===== config.mk =====
export PLATFORM = sky130hd
export DESIGN_NAME = fx2_bus_scheduler
export DESIGN_NICKNAME = d
export VERILOG_FILES = /design/src/rtl/fx2_bus_scheduler_pkg.sv /design/src/rtl/fx2_bus_scheduler.sv
export SDC_FILE = /design/constraint.sdc
export NUM_CORES = 1
export LEC_CHECK = 0
export CAP_MARGIN = 20
export CORE_UTILIZATION = 43
export DETAILED_ROUTE_END_ITERATION = 8
export GPL_ROUTABILITY_DRIVEN = 0
export PLACE_DENSITY = 0.85
export SYNTH_ARGS = -nofsm -noshare
export SYNTH_HDL_FRONTEND = slang
export SYNTH_SLANG_ARGS = --single-unit

===== constraint.sdc =====
create_clock -name clk -period 3.7 [get_ports clk]
set_input_delay 0.37 -clock clk [delete_from_list [all_inputs] [get_ports clk]]
set_output_delay 0.37 -clock clk [all_outputs]
set_load 0.01 [all_outputs]

===== src/rtl/fx2_bus_scheduler_pkg.sv =====
// Shared types for the FX2 slave-FIFO bus scheduler.
// States, endpoint addresses and grant encoding.
package fx2_pkg;

  typedef enum logic [2:0] {
    S_IDLE,
    S_RX_SETUP,
    S_RX_READ,
    S_TX_SETUP,
    S_TX_WRITE,
    S_TX_PKTEND,
    S_TURN
  } fx2_state_e;

  typedef enum logic {
    GRANT_RX,
    GRANT_TX
  } grant_e;

  localparam logic [1:0] FX2_EP2_ADDR = 2'b00;
  localparam logic [1:0] FX2_EP6_ADDR = 2'b10;

endpackage


===== src/rtl/fx2_bus_scheduler.sv =====
// Time-shares the FX2 slave-FIFO bus between EP2 reads and
// EP6 writes with round-robin grants and bounded bursts.
module fx2_bus_scheduler
  import fx2_pkg::*;
#(
  parameter int BURST_MAX = 256,
  parameter int CNT_W     = $clog2(BURST_MAX + 1)
) (
  input  logic        clk,
  input  logic        rst,
  input  logic        fx2_flaga,
  input  logic        fx2_flagd,
  output logic        fx2_slcs_n,
  output logic        fx2_slrd_n,
  output logic        fx2_sloe_n,
  output logic        fx2_slwr_n,
  output logic        fx2_pktend_n,
  output logic [1:0]  fx2_a,
  input  logic [15:0] fx2_db_in,
  output logic [15:0] fx2_db_out,
  output logic        fx2_db_oe,
  input  logic        rx_ready,
  output logic        rx_valid,
  output logic [15:0] rx_data,
  input  logic        tx_valid,
  input  logic [15:0] tx_data,
  input  logic        tx_last,
  output logic        tx_ready
);

  localparam logic [CNT_W-1:0] CNT_MAX = CNT_W'(BURST_MAX);

  fx2_state_e       state_q, state_d;
  grant_e           grant_q, grant_d;
  logic [CNT_W-1:0] cnt_q, cnt_d;
  logic             rd_fire;
  logic             wr_fire;
  logic             room;
  logic             rx_elig;
  logic             tx_elig;
  logic             pick_rx;
  logic             pick_tx;

  assign rx_elig = fx2_flaga & rx_ready;
  assign tx_elig = fx2_flagd & tx_valid;
  assign room    = cnt_q < CNT_MAX;

  // When both sides want the bus, the one not served last wins.
  assign pick_rx = rx_elig & (~tx_elig | (grant_q == GRANT_TX));
  assign pick_tx = tx_elig & (~rx_elig | (grant_q == GRANT_RX));

  assign fx2_slcs_n = rst;

  always_comb begin
    state_d      = state_q;
    grant_d      = grant_q;
    cnt_d        = cnt_q;
    rd_fire      = 1'b0;
    wr_fire      = 1'b0;
    fx2_slrd_n   = 1'b1;
    fx2_sloe_n   = 1'b1;
    fx2_slwr_n   = 1'b1;
    fx2_pktend_n = 1'b1;
    fx2_a        = FX2_EP2_ADDR;
    fx2_db_oe    = 1'b0;
    fx2_db_out   = '0;
    tx_ready     = 1'b0;
    unique case (state_q)
      S_IDLE: begin
        unique case (1'b1)
          pick_rx: begin
            state_d = S_RX_SETUP;
            grant_d = GRANT_RX;
            cnt_d   = '0;
          end
          pick_tx: begin
            state_d = S_TX_SETUP;
            grant_d = GRANT_TX;
            cnt_d   = '0;
          end
          default: ;
        endcase
      end
      S_RX_SETUP: begin
        fx2_sloe_n = 1'b0;
        state_d    = S_RX_READ;
      end
      S_RX_READ: begin
        fx2_sloe_n = 1'b0;
        rd_fire    = rx_elig & room;
        fx2_slrd_n = ~rd_fire;
        if (rd_fire) cnt_d = cnt_q + CNT_W'(1);
        else         state_d = S_TURN;
      end
      S_TX_SETUP: begin
        fx2_a     = FX2_EP6_ADDR;
        fx2_db_oe = 1'b1;
        state_d   = S_TX_WRITE;
      end
      S_TX_WRITE: begin
        fx2_a      = FX2_EP6_ADDR;
        fx2_db_oe  = 1'b1;
        fx2_db_out = tx_data;
        tx_ready   = fx2_flagd & room;
        wr_fire    = tx_valid & fx2_flagd & room;
        fx2_slwr_n = ~wr_fire;
        if (wr_fire) begin
          cnt_d = cnt_q + CNT_W'(1);
          if (tx_last) state_d = S_TX_PKTEND;
        end else begin
          state_d = S_TURN;
        end
      end
      S_TX_PKTEND: begin
        fx2_a        = FX2_EP6_ADDR;
        fx2_db_oe    = 1'b1;
        fx2_pktend_n = 1'b0;
        state_d      = S_TURN;
      end
      S_TURN:  state_d = S_IDLE;
      default: state_d = S_IDLE;
    endcase
  end

  always_ff @(posedge clk) begin
    if (rst) begin
      state_q  <= S_IDLE;
      grant_q  <= GRANT_TX;
      cnt_q    <= '0;
      rx_valid <= 1'b0;
      rx_data  <= '0;
    end else begin
      state_q  <= state_d;
      grant_q  <= grant_d;
      cnt_q    <= cnt_d;
      rx_valid <= rd_fire;
      if (rd_fire) rx_data <= fx2_db_in;
    end
  end

endmodule


# == Yosys cells after proc, flatten, opt, wreduce, memory -nomap -nowiden ==
# Index checks and enable logic that the tools add are counted.
# op_classes
n_addsub,1
order_cmp,1
n_eq_ne,11
n_mux,19
bitwise,14
n_reduce_logical,9
# op_table
cell,count
two-way mux 9 bit,3
case mux 9 bit (3 select lines),1
case mux 3 bit (6 select lines),1
two-way mux 16 bit,1
"adder 9 x 1 -> 9 bit, second input constant",1
"less-than comparator 9 bit, second input constant",1
two-way mux 3 bit,3
"!= test 2 bit, second input constant",4
bitwise AND 1 bit,7
two-way mux 1 bit,7
"equality test 3 x 2 -> 1 bit, second input constant",2
"equality test 3 bit, second input constant",2
"!= test 3 bit, second input constant",2
case mux 3 bit (2 select lines),1
NOT 1 bit,5
AND reduction 4 bit,1
OR reduction 2 bit,2
"equality test 3 x 1 -> 1 bit, second input constant",1
logical NOT 3 bit,1
AND reduction 3 bit,1
nonzero test 3 bit,1
OR reduction 3 bit,1
two-way mux 2 bit,1
OR 1 bit,2
3 further kinds,3
# totals
reg_bits,30
elab_cells,60

# == Longest topological paths before layout ==
# depth
depth_word,7
mapped_depth,7

# == Worst setup path before layout ==
# No wires, ideal clock.
# synth_path
kind,input port to output port
from,in fx2_flaga
to,out fx2_slrd_n
arrival_time_ps,1073
required_time_ps,3330
slack_ps,2257
path_stages,5
path_buffers,2
path_cell_list,and2_1 > and3_1 > buf_4 > inv_4 > buf_6
# synth_between
elab_chain_cells,4
# synth_rtl
item,line_no,text
"start, declared",fx2_bus_scheduler.sv:11,"input logic fx2_flaga,"
bitwise AND 1 bit,fx2_bus_scheduler.sv:44,assign rx_elig = fx2_flaga & rx_ready;
bitwise AND 1 bit,fx2_bus_scheduler.sv:90,rd_fire = rx_elig & room;
NOT 1 bit,fx2_bus_scheduler.sv:91,fx2_slrd_n = ~rd_fire;
two-way mux 1 bit,fx2_bus_scheduler.sv:68,unique case (state_q)
"end, declared",fx2_bus_scheduler.sv:14,"output logic fx2_slrd_n,"
# Every way passes these cells.

# == Final worst setup path ==
# layout_path
from,reg state_q[2]
to,out tx_ready
# layout_between
elab_chain_cells,2
# layout_rtl
item,line_no,text
"start, declared",fx2_bus_scheduler.sv:33,"fx2_state_e state_q, state_d;"
"start signal, assigned",fx2_bus_scheduler.sv:133,state_q <= state_d;
equality test 3 bit,fx2_bus_scheduler.sv:68,
two-way mux 1 bit,fx2_bus_scheduler.sv:68,
"end, declared",fx2_bus_scheduler.sv:28,output logic tx_ready
# Every way passes these cells.

==> results <==
- The flow ran to the end, and the final reports show no timing, DRC or antenna violations.
- The cell-internal power is 0.000655 W.
- The die span in x is ~63 microns.
- The tightest min-delay check is of the flop to flop type.
- STA classifies the critical path endpoint as a primary output.
- The number of sinks driven by the clock tree is 30.
- The path with the worst hold slack has its endpoint at rx_data[1]$_SDFFE_PP0P_.
- Clock-pin slew was measured on the worst setup and hold paths at 0.06 ns.
- The number of hold violations in the final report is 0.
- In this run the tightest slew margin relative to its limit is 0.526.
- The mapped cell area is approximately 1600 sq um.
- The total of warnings raised by yosys is 0.
- The total of hold buffers inserted after clock tree synthesis is 0.
- Summed over all cells, the static leakage comes to between 0.9 and 1 nW.
- The worst hold path begins at rx_data[1]$_SDFFE_PP0P_.
- The buffer type at the clock tree root is clkbuf_8.
- The power density normalized to cell area is roughly 390 nW/um^2.
- Across all layers, the routed design uses 1640 vias.
- The worst path arrival time is between 2 and 2.5 ns.
- The maximum clock path buffer count is 2.
- Setup repair after global routing left no endpoint under its margin.
- Of the total power, the clock network draws 0.265.
- The post-route clock period utilization is 0.712.
- In this run the number of H-tree levels came out at 2.
- Clock latency on the worst-skew pair, taken at its later pin, is ~0.27 ns.
- The initial standard-cell utilization of the core is 0.466.
- The number of setup violations in the final report is 0.
- The floorplan row count is 21.
- Synthesis produced a netlist with a net count of between 200 and 250.
- The maximum clock skew at final layout is ~0.0050 ns.
- The worst reg-to-reg setup slack is between 1.5 and 2 ns.
- The maximum fanout encountered on the critical timing path is 22.
- The max-slew violation total from the final report is 0.
- The source of the critical timing path is state_q[2]$_SDFFE_PP0P_.
- By area the synthesized netlist is led by dfxtp_1, nand2_1, and3_1.
- The length in cells of the worst reg-to-reg path is 4.
- For this run, the total global-route usage over all layers was measured as 0.213.
- The routed design could run at a clock period as short as 2.64 ns.
- The largest single stage delay on the critical path is roughly 0.57 ns.
- The proportion of total power due to net switching is 0.306.
- The wire-length estimate of the detail-placed layout is between 2000 and 3000 microns.
- The pre-antenna-repair detailed-routing pass consisted of 4 iterations.
- The worst hold path was traced through 2 stages.
- The number of gates resized after CTS was 0.
- The count of cells in the finished layout, fillers not included, comes to ~320.
- Walking the worst path, the cells encountered are and2b_1, and2_1, and3b_1, clkdlybuf4s50_1.
- The kind of launch point of the worst setup path is a flop.
- The number of clock buffers added by TritonCTS is 5.
- The TritonCTS clock tree is done.
- The total routed wirelength is between 4000 and 5000 microns.
- The wire length of the first global-routing pass is between 6000 and 7000 microns.
- The endpoint identified for the worst register-to-register timing path is cnt_q[3]$_SDFFE_PP0P_.
- The total area inside the core boundary comes to roughly 3400 sq um.
- The die area is roughly 4000 sq um.
- The register bit total from synthesis is 30.
- The overall overflow remaining after global route is 0.
- The via count of the first global-routing pass is between 1500 and 2000.
- The number of placed instances, taps included, is 310.
- The net switching power is 0.000289 W.
- The highest clock rate is 379 MHz.
- For this run, design rule violations remaining after detail routing come to 0.
- The tool flagged a number of max-cap violations equal to 0.
- The I/O pin total is slightly above 80.
- Relative to the synthesized area, the layout overhead comes to 52.9%.
- The routed wire length per instance is between 10 and 15 microns.
- The diode insertion count for antenna repair is 0.
- In this run the remaining antenna-violating nets after routing total 0.
- The count of different cell masters after synthesis is 45.
- At the pin with the least slew margin, the transition time is 0.708 ns.
- The largest total area in the synthesized netlist belongs to dfxtp_1.
- The share of total power dissipated in sequential elements is 0.401.
- After technology mapping, the gate count stands at 199.
- The die outline height is 63.1 microns.
- For the final routed database, the setup TNS stands at 0 ns.
- The share of synthesized area in the top cell type comes to 0.374.
- STA puts the critical path data required time at roughly 3.3 ns.
- The maximum vdd ir drop is 0.308 mV.
- The layout cell share with drive strength beyond 1 is 0.0593.
- The first routing iteration left ~140 violations.
- Entering global routing, the biggest net connects 23 pins.
- The initial antenna violation count is 0.
- The count of buffers inserted at the top-level ports is 79.
- The kind of critical path is flop to primary output.
- The share of power burned in combinational logic is 0.334.
- The average vias per placed instance is 5.19.
- At the end of the flow, the number of nets in the layout was a little over 300.
- The start of the worst register-to-register path is state_q[1]$_SDFFE_PP0P_.
- Post-CTS timing repair inserted 0 buffers for setup.
- On the critical path, the stage with the largest delay is an instance of dfxtp_1.
- The mean cell area of the mapped netlist is 8.06 sq um.
- The share of synthesized area occupied by flip-flops and latches is 0.374.
synthesized netlist by cell type (all sizes together):
| master | n |
|---|---|
| or2b | 1 |
| nand3b | 4 |
| nor2 | 10 |
| and2 | 3 |
| o211ai | 1 |
| nand4 | 2 |
| nor2b | 1 |
| a21oi | 22 |
| and3b | 1 |
| o31ai | 2 |
| o2111ai | 1 |
| inv | 7 |
| ha | 1 |
| nor4 | 1 |
| a2111oi | 1 |
| o32a | 1 |
| mux2 | 1 |
| a22o | 1 |
| buf | 8 |
| a31oi | 2 |
| nand2b | 2 |
| o211a | 1 |
| and2b | 1 |
| xor2 | 1 |
| a21o | 1 |
| nor4b | 1 |
| o311ai | 5 |
| o21ai | 2 |
| xnor2 | 1 |
| nand2 | 38 |
| dfxtp | 30 |
| and3 | 18 |
| conb | 1 |
| a221o | 2 |
| nor3 | 5 |
| clkbuf | 8 |
| nand3 | 7 |
| a221oi | 1 |
| and4bb | 1 |
| nand4b | 2 |
state kept, by name, indices dropped and copies added, names as in the netlist:
signal	cells
rx_data	16
cnt_q	9
state_q	3
grant_q	1
rx_valid	1
metrics by stage:
stage               cell area, sq um  setup slack (ns)  power, W   util  hold slack (ns)
detailed placement              2370              1.12  0.000699  0.688            0.447
floorplan                       1600              2.26  0.000564      -            0.458
global placement                2370              1.12  0.000695  0.688            0.441
finish                          2450              1.06  0.000944  0.712            0.453
CTS                             2450              1.05  0.000953  0.712            0.456
global route                    2450             0.890  0.000996  0.712            0.466
final cells by class:
cell class / instances / area (sq um)
Tap cell: 46 / 57.6
Inverter: 7 / 28.8
Sequential cell: 30 / 601
Clock buffer: 6 / 82.6
Fill cell: 293 / 990
Multi-Input combinational cell: 146 / 877
Timing Repair Buffer: 81 / 806
cells in the final DEF (no fill, tap or decap), drive strengths merged, types with 2 or more instances in the layout:
master	instances
inv	7
nor3	5
a31oi	2
clkdlybuf4s50	79
nand4	2
o311ai	5
nand3b	4
o31ai	2
nand3	7
and3	18
nand4b	2
a221o	2
o21ai	2
nand2b	2
a21oi	22
dfxtp	30
clkbuf	6
nand2	38
nor2	10
buf	2
and2	3
routing by layer:
layer,part of all wire,track usage,wire length [microns]
met1,0.43,0.256,1760
met2,0.51,0.367,2080
met3,0.059,0.0580,242
met4,0.0041,0.0581,17
met5,0,0,0
worst max-delay path by stage:
stage	slack, ns	depth (start not counted)	to
after CTS	1.05	4	tx_ready
after floorplan	2.26	5	fx2_slrd_n
after detailed placement	1.12	6	fx2_slrd_n
final	1.06	4	tx_ready
after global routing	0.89	4	tx_ready
after global placement	1.12	6	fx2_slrd_n
power groups by stage:
stage	Clock [W]	Sequential, W	Combinational (W)
after global routing	0.000269	0.000385	0.000342
after floorplan	0	0.000366	0.000198
after detailed placement	0	0.000385	0.000313
after CTS	0.000258	0.000378	0.000316
after global placement	0	0.000384	0.000311
final	0.000251	0.000379	0.000315
kinds of logic after synthesis:
kind of cell | share of synthesized area
AOI/OAI and AO/OA | 0.191
xor gates and xnor gates | 0.0109
adders and majority gates | 0.00780
buffers and inverters | 0.0788
DFF | 0.374
muxes | 0.00702
other | 0.00234
and+or+nand+nor | 0.328
worst max-delay path, delay by kind of cell, from the launching register on:
family | cells | cell delay (ns)
buffers and inverters | 1 | 0.52
DFF | 1 | 0.57
and+or+nand+nor | 3 | 0.89
Note: power is estimated with default switching activity, not from simulation.
